`config.mk`:
```
export PLATFORM = sky130hd
export DESIGN_NAME = udp_rx_payload_extractor
export DESIGN_NICKNAME = d
export VERILOG_FILES = /design/src/rtl/net_pkg.sv /design/src/rtl/udp_word_packer.sv /design/src/rtl/udp_rx_payload_extractor.sv
export SDC_FILE = /design/constraint.sdc
export NUM_CORES = 1
export LEC_CHECK = 0
export BUFFER_PORTS_ARGS = -buffer_cell sky130_fd_sc_hd__clkbuf_2
export CAP_MARGIN = 20
export CORE_MARGIN = 2
export CORE_UTILIZATION = 45
export CTS_CLUSTER_SIZE = 20
export DETAILED_ROUTE_END_ITERATION = 10
export PLACE_DENSITY = 0.81
export SYNTH_ARGS = -nofsm -noshare
export SYNTH_HDL_FRONTEND = slang
export SYNTH_SLANG_ARGS = --single-unit
```
`constraint.sdc`:
```
create_clock -name clk -period 2.5 [get_ports clk]
set_input_delay 0.25 -clock clk [delete_from_list [all_inputs] [get_ports clk]]
set_output_delay 0.25 -clock clk [all_outputs]
set_load 0.05 [all_outputs]
```
`src/rtl/net_pkg.sv`:
```
// rtl/net_pkg.sv - shared constants, header offsets and receive FSM state type
// Used by udp_rx_payload_extractor and udp_word_packer.
package net_pkg;

  localparam logic [15:0] ETHERTYPE_IPV4 = 16'h0800;
  localparam logic [7:0]  IPV4_VER_IHL   = 8'h45;
  localparam logic [7:0]  IP_PROTO_UDP   = 8'h11;
  localparam logic [47:0] BCAST_MAC      = 48'hFFFF_FFFF_FFFF;

  localparam logic [5:0] OFF_ETYPE = 6'd12;
  localparam logic [5:0] OFF_VIHL  = 6'd14;
  localparam logic [5:0] OFF_PROTO = 6'd23;
  localparam logic [5:0] OFF_DPORT = 6'd36;
  localparam logic [5:0] OFF_ULEN  = 6'd38;
  localparam logic [5:0] HDR_BYTES = 6'd42;

  typedef enum logic [2:0] {
    IDLE,
    HDR,
    PAYLOAD,
    DROP,
    FLUSH
  } rx_state_t;

endpackage

```
`src/rtl/udp_word_packer.sv`:
```
// rtl/udp_word_packer.sv - packs payload bytes into big-endian 16-bit words
// A flush emits any pending byte as {pending, 8'h00}, or a lone input byte as {byte, 8'h00}.
module udp_word_packer (
  input  logic        clk,
  input  logic        rst,
  input  logic        in_valid_i,
  input  logic [7:0]  in_byte_i,
  input  logic        flush_i,
  output logic        axiov_o,
  output logic [15:0] axiod_o
);

  logic       pend_valid_q;
  logic [7:0] pend_q;

  always_ff @(posedge clk) begin
    if (rst) begin
      pend_valid_q <= 1'b0;
      pend_q       <= 8'h00;
      axiov_o      <= 1'b0;
      axiod_o      <= 16'h0000;
    end else begin
      axiov_o <= 1'b0;
      if (in_valid_i) begin
        if (pend_valid_q) begin
          axiov_o      <= 1'b1;
          axiod_o      <= {pend_q, in_byte_i};
          pend_valid_q <= 1'b0;
        end else if (flush_i) begin
          axiov_o <= 1'b1;
          axiod_o <= {in_byte_i, 8'h00};
        end else begin
          pend_q       <= in_byte_i;
          pend_valid_q <= 1'b1;
        end
      end else if (flush_i && pend_valid_q) begin
        axiov_o      <= 1'b1;
        axiod_o      <= {pend_q, 8'h00};
        pend_valid_q <= 1'b0;
      end
    end
  end

endmodule

```
`src/rtl/udp_rx_payload_extractor.sv`:
```
// rtl/udp_rx_payload_extractor.sv - filters received Ethernet/IPv4/UDP frames and extracts payload words
// Optional UDP_LEN_TRIM_EN: limit payload to udp_len-8 bytes, discarding Ethernet padding.
module udp_rx_payload_extractor
  import net_pkg::*;
#(
  parameter int DATA_SIZE = 16,
  parameter int HDR_LEN   = 42
) (
  input  logic                 clk,
  input  logic                 rst,
  input  logic                 axiiv,
  input  logic [7:0]           axiid,
  input  logic [47:0]          mac,
  input  logic [15:0]          udp_port_in,
  output logic                 axiov,
  output logic [DATA_SIZE-1:0] axiod,
  output logic                 frame_done,
  output logic                 frame_drop
);

  localparam logic [5:0] HDR_LAST = 6'(HDR_LEN - 1);

  rx_state_t   state_q;
  logic [5:0]  cnt_q;
  logic        first_q;
  logic [5:0]  off;
  logic [7:0]  mac_byte;
  logic        hdr_ok;
  logic        pk_valid;
  logic        pk_flush;
  logic [15:0] pk_axiod;

`ifdef UDP_LEN_TRIM_EN
  logic [15:0] ulen_q;
  logic [15:0] pay_cnt_q;
  logic [15:0] limit;

  assign limit    = ulen_q - 16'd8;
  assign pk_valid = (state_q == PAYLOAD) && axiiv && (pay_cnt_q < limit);
  // Emit the final word as soon as the last counted byte arrives; padding is ignored.
  assign pk_flush = (state_q == PAYLOAD) &&
                    (!axiiv || (pk_valid && (pay_cnt_q == limit - 16'd1)));
`else
  assign pk_valid = (state_q == PAYLOAD) && axiiv;
  assign pk_flush = (state_q == PAYLOAD) && !axiiv;
`endif

  always_comb begin
    off = (state_q == IDLE) ? 6'd0 : cnt_q;
    case (off[2:0])
      3'd0:    mac_byte = mac[47:40];
      3'd1:    mac_byte = mac[39:32];
      3'd2:    mac_byte = mac[31:24];
      3'd3:    mac_byte = mac[23:16];
      3'd4:    mac_byte = mac[15:8];
      3'd5:    mac_byte = mac[7:0];
      default: mac_byte = 8'h00;
    endcase
    hdr_ok = 1'b1;
    if (off < 6'd6) begin
      hdr_ok = (axiid == mac_byte) || (axiid == BCAST_MAC[7:0]);
    end else begin
      case (off)
        OFF_ETYPE:         hdr_ok = (axiid == ETHERTYPE_IPV4[15:8]);
        OFF_ETYPE + 6'd1:  hdr_ok = (axiid == ETHERTYPE_IPV4[7:0]);
        OFF_VIHL:          hdr_ok = (axiid == IPV4_VER_IHL);
        OFF_PROTO:         hdr_ok = (axiid == IP_PROTO_UDP);
        OFF_DPORT:         hdr_ok = (axiid == udp_port_in[15:8]);
        OFF_DPORT + 6'd1:  hdr_ok = (axiid == udp_port_in[7:0]);
`ifdef UDP_LEN_TRIM_EN
        OFF_ULEN + 6'd1:   hdr_ok = ({ulen_q[15:8], axiid} >= 16'd8);
`endif
        default:           hdr_ok = 1'b1;
      endcase
    end
  end

  // first_q catches a frame already in flight when reset releases.
  always_ff @(posedge clk) begin
    if (rst) begin
      state_q    <= IDLE;
      cnt_q      <= 6'd0;
      first_q    <= 1'b1;
      frame_done <= 1'b0;
      frame_drop <= 1'b0;
`ifdef UDP_LEN_TRIM_EN
      ulen_q     <= 16'd0;
      pay_cnt_q  <= 16'd0;
`endif
    end else begin
      first_q    <= 1'b0;
      frame_done <= 1'b0;
      frame_drop <= 1'b0;
      case (state_q)
        IDLE: begin
          if (axiiv) begin
            cnt_q <= 6'd1;
            if (first_q)      state_q <= FLUSH;
            else if (!hdr_ok) state_q <= DROP;
            else              state_q <= HDR;
          end
        end
        HDR: begin
          if (!axiiv) begin
            frame_drop <= 1'b1;
            state_q    <= IDLE;
            cnt_q      <= 6'd0;
          end else if (!hdr_ok) begin
            state_q <= DROP;
          end else begin
            if (cnt_q != HDR_BYTES) cnt_q <= cnt_q + 6'd1;
            if (cnt_q == HDR_LAST)  state_q <= PAYLOAD;
`ifdef UDP_LEN_TRIM_EN
            if (cnt_q == OFF_ULEN)        ulen_q[15:8] <= axiid;
            if (cnt_q == OFF_ULEN + 6'd1) ulen_q[7:0]  <= axiid;
            pay_cnt_q <= 16'd0;
`endif
          end
        end
        PAYLOAD: begin
          if (!axiiv) begin
            frame_done <= 1'b1;
            state_q    <= IDLE;
            cnt_q      <= 6'd0;
          end
`ifdef UDP_LEN_TRIM_EN
          if (pk_valid) pay_cnt_q <= pay_cnt_q + 16'd1;
`endif
        end
        DROP: begin
          if (!axiiv) begin
            frame_drop <= 1'b1;
            state_q    <= IDLE;
            cnt_q      <= 6'd0;
          end
        end
        FLUSH: begin
          if (!axiiv) begin
            state_q <= IDLE;
            cnt_q   <= 6'd0;
          end
        end
        default: state_q <= IDLE;
      endcase
    end
  end

  udp_word_packer u_packer (
    .clk        (clk),
    .rst        (rst),
    .in_valid_i (pk_valid),
    .in_byte_i  (axiid),
    .flush_i    (pk_flush),
    .axiov_o    (axiov),
    .axiod_o    (pk_axiod)
  );

  assign axiod = pk_axiod;

endmodule

```
# Word-level counts from Yosys, hierarchy flattened
# Cells that the tools add are included.
# op_classes
add_sub_neg,1
mul,0
div,0
magnitude_cmp,1
n_eq_ne,30
shifts,0
n_mux,32
n_bitwise,4
n_reduce_logical,18
# op_table
cell,n
two-way mux 16 bit,4
case mux 8 bit (6 select lines),1
two-way mux 6 bit,6
equality test 8 bit,3
"equality test 6 x 4 -> 1 bit, second input constant",3
"equality test 6 bit, second input constant",3
two-way mux 3 bit,6
case mux 6 bit (3 select lines),1
"equality test 3 x 2 -> 1 bit, second input constant",4
two-way mux 1 bit,11
"equality test 3 bit, second input constant",3
case mux 3 bit (3 select lines),1
"equality test 8 x 4 -> 1 bit, second input constant",1
"equality test 8 x 5 -> 1 bit, second input constant",1
"equality test 8 x 7 -> 1 bit, second input constant",1
"equality test 8 bit, second input constant",1
logical NOT 8 bit,1
"adder 6 x 1 -> 6 bit, second input constant",1
"equality test 3 x 1 -> 1 bit, second input constant",2
"equality test 6 x 5 -> 1 bit, second input constant",1
logical NOT 3 bit,2
"less-than comparator 6 x 3 -> 1 bit, second input constant",1
"inequality test 3 bit, second input constant",2
"inequality test 6 bit, second input constant",1
other kinds (16),25
# word_totals
ff_bits,38
latchBits,0
ramBits,0
romBits,0
in_bits,75
wordCells,95
memories,0

# Logic depth before layout (Yosys ltp)
# Gate-level depths: netlist of the first run.
# depth
ltp_word,11
ltp_mapped,11

# By module
# From an unflattened synthesis of the first run, not the netlist that was laid out.
# hier_totals
cells_unflattened,322
area_unflattened_um2,2787.7
# by_module_without_submodules
mod,instances,cells_each,area_per_inst_um2,seq_area_each_um2
udp_rx_payload_extractor,1,242,1821.7,240.2
udp_word_packer,1,80,965.9,520.5

# Least setup slack after synthesis of the first run
# Ideal clock, no wire load.
# synth_path
kind,reg-to-reg
start,register state_q[0]
end,register cnt_q[3]
setup_time_ns,0.120
arrival_time_ns,2.516
required_ns,2.380
setup_slack_ns,-0.136
stages_incl_launch_ff,11
path_buffers,1
period_less_slack_ns,2.636
path_cell_list,dfxtp_1 buf_6 or3_4 and2_4 a22o_1 or3_4 a2111oi_4 a41oi_2 nor3b_2 nor3_1 o2bb2ai_1
# synth_between
elab_chain_cells,9
# synth_rtl
item,line_no,text
"start, declared",udp_rx_payload_extractor.sv:23,rx_state_t state_q;
"start signal, assigned",udp_rx_payload_extractor.sv:81,state_q <= IDLE;
"start signal, assigned",udp_rx_payload_extractor.sv:98,if (first_q) state_q <= FLUSH;
"start signal, assigned",udp_rx_payload_extractor.sv:99,else if (!hdr_ok) state_q <= DROP;
logical NOT 3 bit,"udp_rx_payload_extractor.sv:49, udp_rx_payload_extractor.sv:94",
two-way mux 6 bit,udp_rx_payload_extractor.sv:49,off = (state_q == IDLE) ? 6'd0 : cnt_q;
"equality test 3 bit, or another cell as far along",udp_rx_payload_extractor.sv:50,case (off[2:0])
case mux 8 bit (6 select lines),udp_rx_payload_extractor.sv:50,
equality test 8 bit,udp_rx_payload_extractor.sv:61,hdr_ok = (axiid == mac_byte) || (axiid == BCAST_MAC[7:0]);
logical OR 1 bit,udp_rx_payload_extractor.sv:61,
two-way mux 1 bit,udp_rx_payload_extractor.sv:60,if (off < 6'd6) begin
inequality test 3 bit (no line),n/a,
AND reduction 5 bit (no line),n/a,
"end signal, assigned",udp_rx_payload_extractor.sv:111,if (cnt_q != HDR_BYTES) cnt_q <= cnt_q + 6'd1;
"end, declared",udp_rx_payload_extractor.sv:24,logic [5:0] cnt_q;
# Parallel ways exist; a longest one is shown, timed or not.
# A chain may end at the register's enable or synchronous reset.

# Final worst setup path of the first run
# layout_path
start,register state_q[2]
end,register state_q[0]
# layout_between
elab_chain_cells,10
# layout_rtl
item,line_no,text
logical NOT 3 bit,"udp_rx_payload_extractor.sv:49, udp_rx_payload_extractor.sv:94",
two-way mux 6 bit,udp_rx_payload_extractor.sv:49,
"equality test 3 bit, or another cell as far along",udp_rx_payload_extractor.sv:50,
case mux 8 bit (6 select lines),udp_rx_payload_extractor.sv:50,
equality test 8 bit,udp_rx_payload_extractor.sv:61,
logical OR 1 bit,udp_rx_payload_extractor.sv:61,
two-way mux 1 bit,udp_rx_payload_extractor.sv:60,
two-way mux 3 bit,udp_rx_payload_extractor.sv:108,end else if (!hdr_ok) begin
two-way mux 3 bit,udp_rx_payload_extractor.sv:104,if (!axiiv) begin
case mux 3 bit (3 select lines),udp_rx_payload_extractor.sv:94,case (state_q)
# Parallel ways exist; a longest one is shown, timed or not.

==> results.sh, run 1 <==
export IMPL_initial_core_util_pct=47.1
export IMPL_cts_hold_buf=0
export IMPL_track_usage_pct=24.1
export IMPL_grt_pass1_vias=2761
export IMPL_fmax_mhz=372
export IMPL_htreeDepth=2
export IMPL_worstMarginPinSlew_ps=559
export IMPL_clockRootBuffer="clkbuf_8"
export IMPL_dpl_cell_area_um2=3360
export IMPL_setup_violations_final=8
export IMPL_synth_seq_cells=38
export IMPL_clock_sinks=38
export IMPL_path_max_fanout=5
export IMPL_layout_cells_non_filler=519
export IMPL_synthArstFlopShare_pct=0
export IMPL_power_density_nw_per_um2=452
export IMPL_grt_max_degree=34
export IMPL_whs_ps=284
export IMPL_ant_nets=0
export IMPL_synth_area_um2=2630
export IMPL_die_x_um=80.4
export IMPL_nets=524
export IMPL_syn_inst=332
export IMPL_rsz0062_at_grt="true"
export IMPL_yosys_top_cells_count="38 x dfxtp_1, 34 x nand2_1, 25 x nand3_1"
export IMPL_endpoint_kind="flip-flop"
export IMPL_cts_path_max_buffers=2
export IMPL_post_place_cells=508
export IMPL_skew_ps=9.74
export IMPL_hold_viol_final=0
export IMPL_gp_congestion=0.835
export IMPL_die_h_um=80.4
export IMPL_synth_top_area_share_pct=29.0
export IMPL_required_ps=2730
export IMPL_hold_path_class="primary input to flip-flop"
export IMPL_cp_data_arrival_time_ps=2920
export IMPL_finalWorstSetupSlack_ps=-185
export IMPL_finalPower_mw=1.60
export IMPL_grt_pass1_wl_mm=12.2
export IMPL_synth_top_cells_by_area="dfxtp_1 29%, mux2i_1 6.9%, nand2_1 4.9%"
export IMPL_avgRoutedWirePerCell_um=14.9
export IMPL_synth_most_common_cell="dfxtp_1"
export IMPL_rows=27
export IMPL_syn2layout_area_growth_pct=34.8
export IMPL_dieArea_um2=6460
export IMPL_ios=94
export IMPL_numPortBuffers=93
export IMPL_synth_edf_count=0
export IMPL_cts_buffers=5
export IMPL_diodes=0
export IMPL_period_needed_ps=2690
export IMPL_route_detailed_drc=0
export IMPL_drtIter0Drc=176
export IMPL_cp_start_kind="flip-flop"
export IMPL_dp_hpwl_mm=5.97
export IMPL_worstSetupPathType="flip-flop to flip-flop"
export IMPL_status="finished, violations left"
export IMPL_dr_pass1_iters=4
export IMPL_ir_worst_vdd_uv=277
export IMPL_antenna_found_initial=0
export IMPL_maxSlewViolCount=0
export IMPL_tritoncts="built"
export IMPL_cap_violations=0
export IMPL_failed_checks="negative setup slack"
export IMPL_clk_latency_ps=290
export IMPL_synth_cell_types=57
export IMPL_postSynthAreaPerCell_um2=7.91
export IMPL_slew_headroom_pct=61.7
export IMPL_yosys_warnings=0
export IMPL_synth_main_ff_cell="dfxtp_1"
export IMPL_vias_per_cell=5.54
export IMPL_post_route_cells_drive_above_1_share_pct=37.4
export IMPL_vias=2877
export IMPL_clkTransAtPathRegs_ps=70
export IMPL_final_area_um2=3540
export IMPL_finalCritPeriodShare_pct=107
export IMPL_synth_top_area_cell="dfxtp_1"
export IMPL_synth_nets=410
export IMPL_routed_wl_mm=7.72
export IMPL_grt_ovfl_total=0
export IMPL_placeableCoreArea_um2=5570
export IMPL_ys_seq_area_share_pct=29.0
export IMPL_leakagePower_nw=1.53
-- logic make-up (layout without fill, tap and decap cells) --
| group | Yosys count | count (layout) | share of synthesized area (%) |
|---|---|---|---|
| simple gates | 138 | 138 | 28.4 |
| compound gates | 78 | 78 | 20.3 |
| flops | 38 | 38 | 29.0 |
| buf+inv | 34 | 149 | 5.43 |
| mux | 28 | 28 | 11.2 |
| xor+xnor | 13 | 13 | 4.34 |
| fa+ha+maj | 3 | 3 | 1.43 |
-- worst max-delay path: stages (launching register included) --
cell       delay (ps)
dfxtp_2           320
or3_4             410
and2_4            160
a22o_1            240
or3_4             340
a2111oi_4         340
a41oi_4           210
buf_4             180
buf_4             130
nor3_4            130
a31o_1            170
-- power by group --
group,internal [mW],switching [mW]
clock network,0.297,0.225
logic,0.215,0.235
registers,0.618,0.0110
total,1.13,0.471
-- cells in the final DEF (no fill, tap or decap), types with 3 or more instances in the layout --
cell type / count
clkbuf_2: 93
mux2i_1: 18
nor2b_1: 6
clkbuf_8: 5
nor2_1: 19
o21ai_1: 6
buf_4: 43
and3b_1: 3
nand2_1: 34
o22ai_1: 5
mux2_2: 10
nand4_1: 6
nand3_1: 25
nand2b_1: 4
inv_1: 5
a31oi_1: 4
a22oi_1: 6
a211o_1: 5
nor3b_1: 4
ha_1: 3
a21oi_1: 24
or3_1: 4
dfxtp_1: 37
nor3_1: 6
xor2_1: 11
o21ai_0: 9
nand3b_1: 8
o2bb2ai_1: 5
-- worst paths after layout --
kind / end / start / depth (start not counted) / slack, ps
setup / recovery: state_q[0]$_SDFFE_PP0P_ / state_q[2]$_SDFFE_PP0P_ / 10 / -190
hold / removal: state_q[2]$_SDFFE_PP0P_ / rst / 4 / 280
setup reg to reg: state_q[0]$_SDFFE_PP0P_ / state_q[2]$_SDFFE_PP0P_ / 10 / -190
hold reg to reg: u_packer.axiod_o[7]$_SDFFE_PP0P_ / u_packer.axiod_o[7]$_SDFFE_PP0P_ / 2 / 460
-- per-layer routing --
metal | wire length, um | vias to the layer above | GRT usage (%)
met5 | 0 | - | 0
met4 | 142 | 0 | 8.31
met3 | 446 | 14 | 4.38
met2 | 3830 | 96 | 42.0
met1 | 3300 | 1336 | 29.6
li1 | - | 1431 | -
-- what timing repair did --
item | in CTS | in global routing
pin swaps | 4 | 1
buffers inserted | 2 | 1
resized for setup | 3 | 4
gates cloned | 0 | 0
setup endpoints to repair | 8 | 8
-- final cells by class --
class,instances,area (um2)
clock buffers,5,68.8
clock inverters,3,45.0
fillers,466,2030
inverters,5,18.8
multi-input cells,260,1770
flip-flops and latches,38,762
well taps,72,90.1
repair buffers,136,788
-- stage by stage --
step | setup TNS (ps) | util [%] | setup slack (ps)
floorplan | -363 | - | -65.8
global placement | -961 | 60.3 | -151
detailed placement | -1490 | 60.3 | -225
CTS | -1460 | 62.9 | -219
global route | -2290 | 63.5 | -301
finish | -1310 | 63.5 | -185
-- registers in the layout, indices dropped and copies added, names as in the netlist --
signal / cells
frame_drop: 1
u_packer.pend_valid_q: 1
first_q: 1
state_q: 3
u_packer.axiod_o: 16
u_packer.pend_q: 8
u_packer.axiov_o: 1
cnt_q: 6
frame_done: 1
(Power assumes the default switching activity.)
==> inputs of run 2 (changes only) <==
Settings changed: GPL_ROUTABILITY_DRIVEN from default to 0, PLACE_DENSITY 0.81 to 0.76.
==> run 2 against run 1 <==
Net effect: final cell count is 0.39% lower; first-iteration DRC count rose by 20%; the run still ends with negative setup slack left; critical path depth shrank 1; largest power group unchanged; utilization grew 0.49 points; clock power grew 19%; count of clock-buffer cells in the layout unchanged; clock skew is 1.5 ps lower.
==> results.sh, run 2 (synthesis gave the netlist of run 1 again) <==
export IMPL_worstSetupPathType="flip-flop to flip-flop"
export IMPL_layout_commonest_cell="clkbuf_2"
export IMPL_drtIter0Drc=212
export IMPL_grt_pass1_vias=2706
export IMPL_antenna_found_initial=0
export IMPL_cp_data_arrival_time_ps=2980
export IMPL_numPortBuffers=93
export IMPL_largest_reg_flops=16
export IMPL_failed_checks="negative setup slack"
export IMPL_path_max_fanout=7
export IMPL_nets=522
export IMPL_pre_cts_slack_ps=-241
export IMPL_die_h_um=80.4
export IMPL_top_regs="u_packer.axiod_o (16), u_packer.pend_q (8), cnt_q (6)"
export IMPL_worstMarginPinSlew_ps=739
export IMPL_clock_sinks=38
export IMPL_maxSlewViolCount=0
export IMPL_vias_per_cell=5.63
export IMPL_finalCritPeriodShare_pct=112
export IMPL_ir_worst_vdd_uv=399
export IMPL_cts_buffers=5
export IMPL_dp_hpwl_mm=5.89
export IMPL_power_density_nw_per_um2=478
export IMPL_cts_path_max_buffers=2
export IMPL_htreeDepth=2
export IMPL_grt_ovfl_total=0
export IMPL_ios=94
export IMPL_regMostFlops="u_packer.axiod_o"
export IMPL_clkTransAtPathRegs_ps=70
export IMPL_vias=2909
export IMPL_dr_pass1_iters=4
export IMPL_cap_violations=0
export IMPL_finalPower_mw=1.71
export IMPL_grt_pass1_wl_mm=12.2
export IMPL_tns_ps=-2020
export IMPL_post_route_cells_drive_above_1_share_pct=36.9
export IMPL_layout_common_cells="93 x clkbuf_2, 40 x buf_4, 37 x dfxtp_1, 34 x nand2_1, 25 x nand3_1"
export IMPL_hold_path_class="primary input to flip-flop"
export IMPL_grt_max_degree=34
export IMPL_initial_core_util_pct=47.1
export IMPL_setup_violations_final=8
export IMPL_rows=27
export IMPL_avgRoutedWirePerCell_um=14.9
export IMPL_cp_start_kind="flip-flop"
export IMPL_leakagePower_nw=1.54
export IMPL_rsz0062_at_grt="true"
export IMPL_placeableCoreArea_um2=5570
export IMPL_die_x_um=80.4
export IMPL_diodes=0
export IMPL_period_needed_ps=2790
export IMPL_cts_hold_buf=0
export IMPL_required_ps=2690
export IMPL_hold_viol_final=0
export IMPL_clk_latency_ps=290
export IMPL_fmax_mhz=358
export IMPL_routed_wl_mm=7.71
export IMPL_route_detailed_drc=0
export IMPL_syn2layout_area_growth_pct=35.9
export IMPL_endpoint_kind="flip-flop"
export IMPL_post_place_cells=505
export IMPL_status="finished, violations left"
export IMPL_slew_headroom_pct=50.2
export IMPL_layout_cells_non_filler=517
export IMPL_ant_nets=0
export IMPL_track_usage_pct=24.0
export IMPL_tritoncts="built"
export IMPL_clockRootBuffer="clkbuf_8"
export IMPL_skew_ps=8.23
export IMPL_dieArea_um2=6460
export IMPL_finalWorstSetupSlack_ps=-291
==> run 2: per-layer routing <==
layer  vias up  GRT usage (%)  share of wire, %
met1      1346           29.4                42
met2       107           42.9                50
li1       1437              -                 -
met3        19           3.48               6.1
met5         -              0                 0
met4         0           7.63               2.2
==> run 2: final timing paths <==
check	to	slack (ps)	start	cells past startpoint
setup / recovery	cnt_q[2]$_SDFFE_PP0P_	-290	state_q[2]$_SDFFE_PP0P_	9
hold / removal	state_q[2]$_SDFFE_PP0P_	270	rst	4
setup reg to reg	cnt_q[2]$_SDFFE_PP0P_	-290	state_q[2]$_SDFFE_PP0P_	9
hold reg to reg	u_packer.axiod_o[10]$_SDFFE_PP0P_	460	u_packer.pend_q[2]$_SDFFE_PP0P_	2
==> run 2: final cells by class <==
class	count	area, um2
multi-input combinational	260	1770
tap	72	90.1
clock buffer	5	68.8
inverter	5	18.8
fill	486	2010
sequential	38	762
clock inverter	3	68.8
timing repair buffer	134	786
==> run 2: repair_timing <==
action                                  CTS  global route
pin swaps                                 4             3
endpoints found under the setup margin    8             8
setup buffers                             1             3
resized for setup                         1             7
endpoints found under the hold margin     0             0
==> run 2: critical path: stages, from the launching register on <==
cell,delay [ps]
dfxtp_2,330
or3_4,430
and2_4,160
a22o_1,240
or3_4,340
a2111oi_4,350
a41oi_4,220
nor3b_4,330
a211oi_1,120
o2bb2ai_1,160
==> run 2: power breakdown <==
group	switching, mW	internal (mW)
registers	0.0107	0.618
logic	0.235	0.222
clock network	0.221	0.400
==> run 2: through the flow <==
stage	hold WS, ps	utilization [%]	area (um2)
2_1_floorplan	278	-	2630
3_3_place_gp	441	60.1	3350
3_5_place_dp	445	60.1	3350
4_1_cts	261	62.8	3500
5_1_grt	297	64.0	3570
6_report	272	64.0	3570
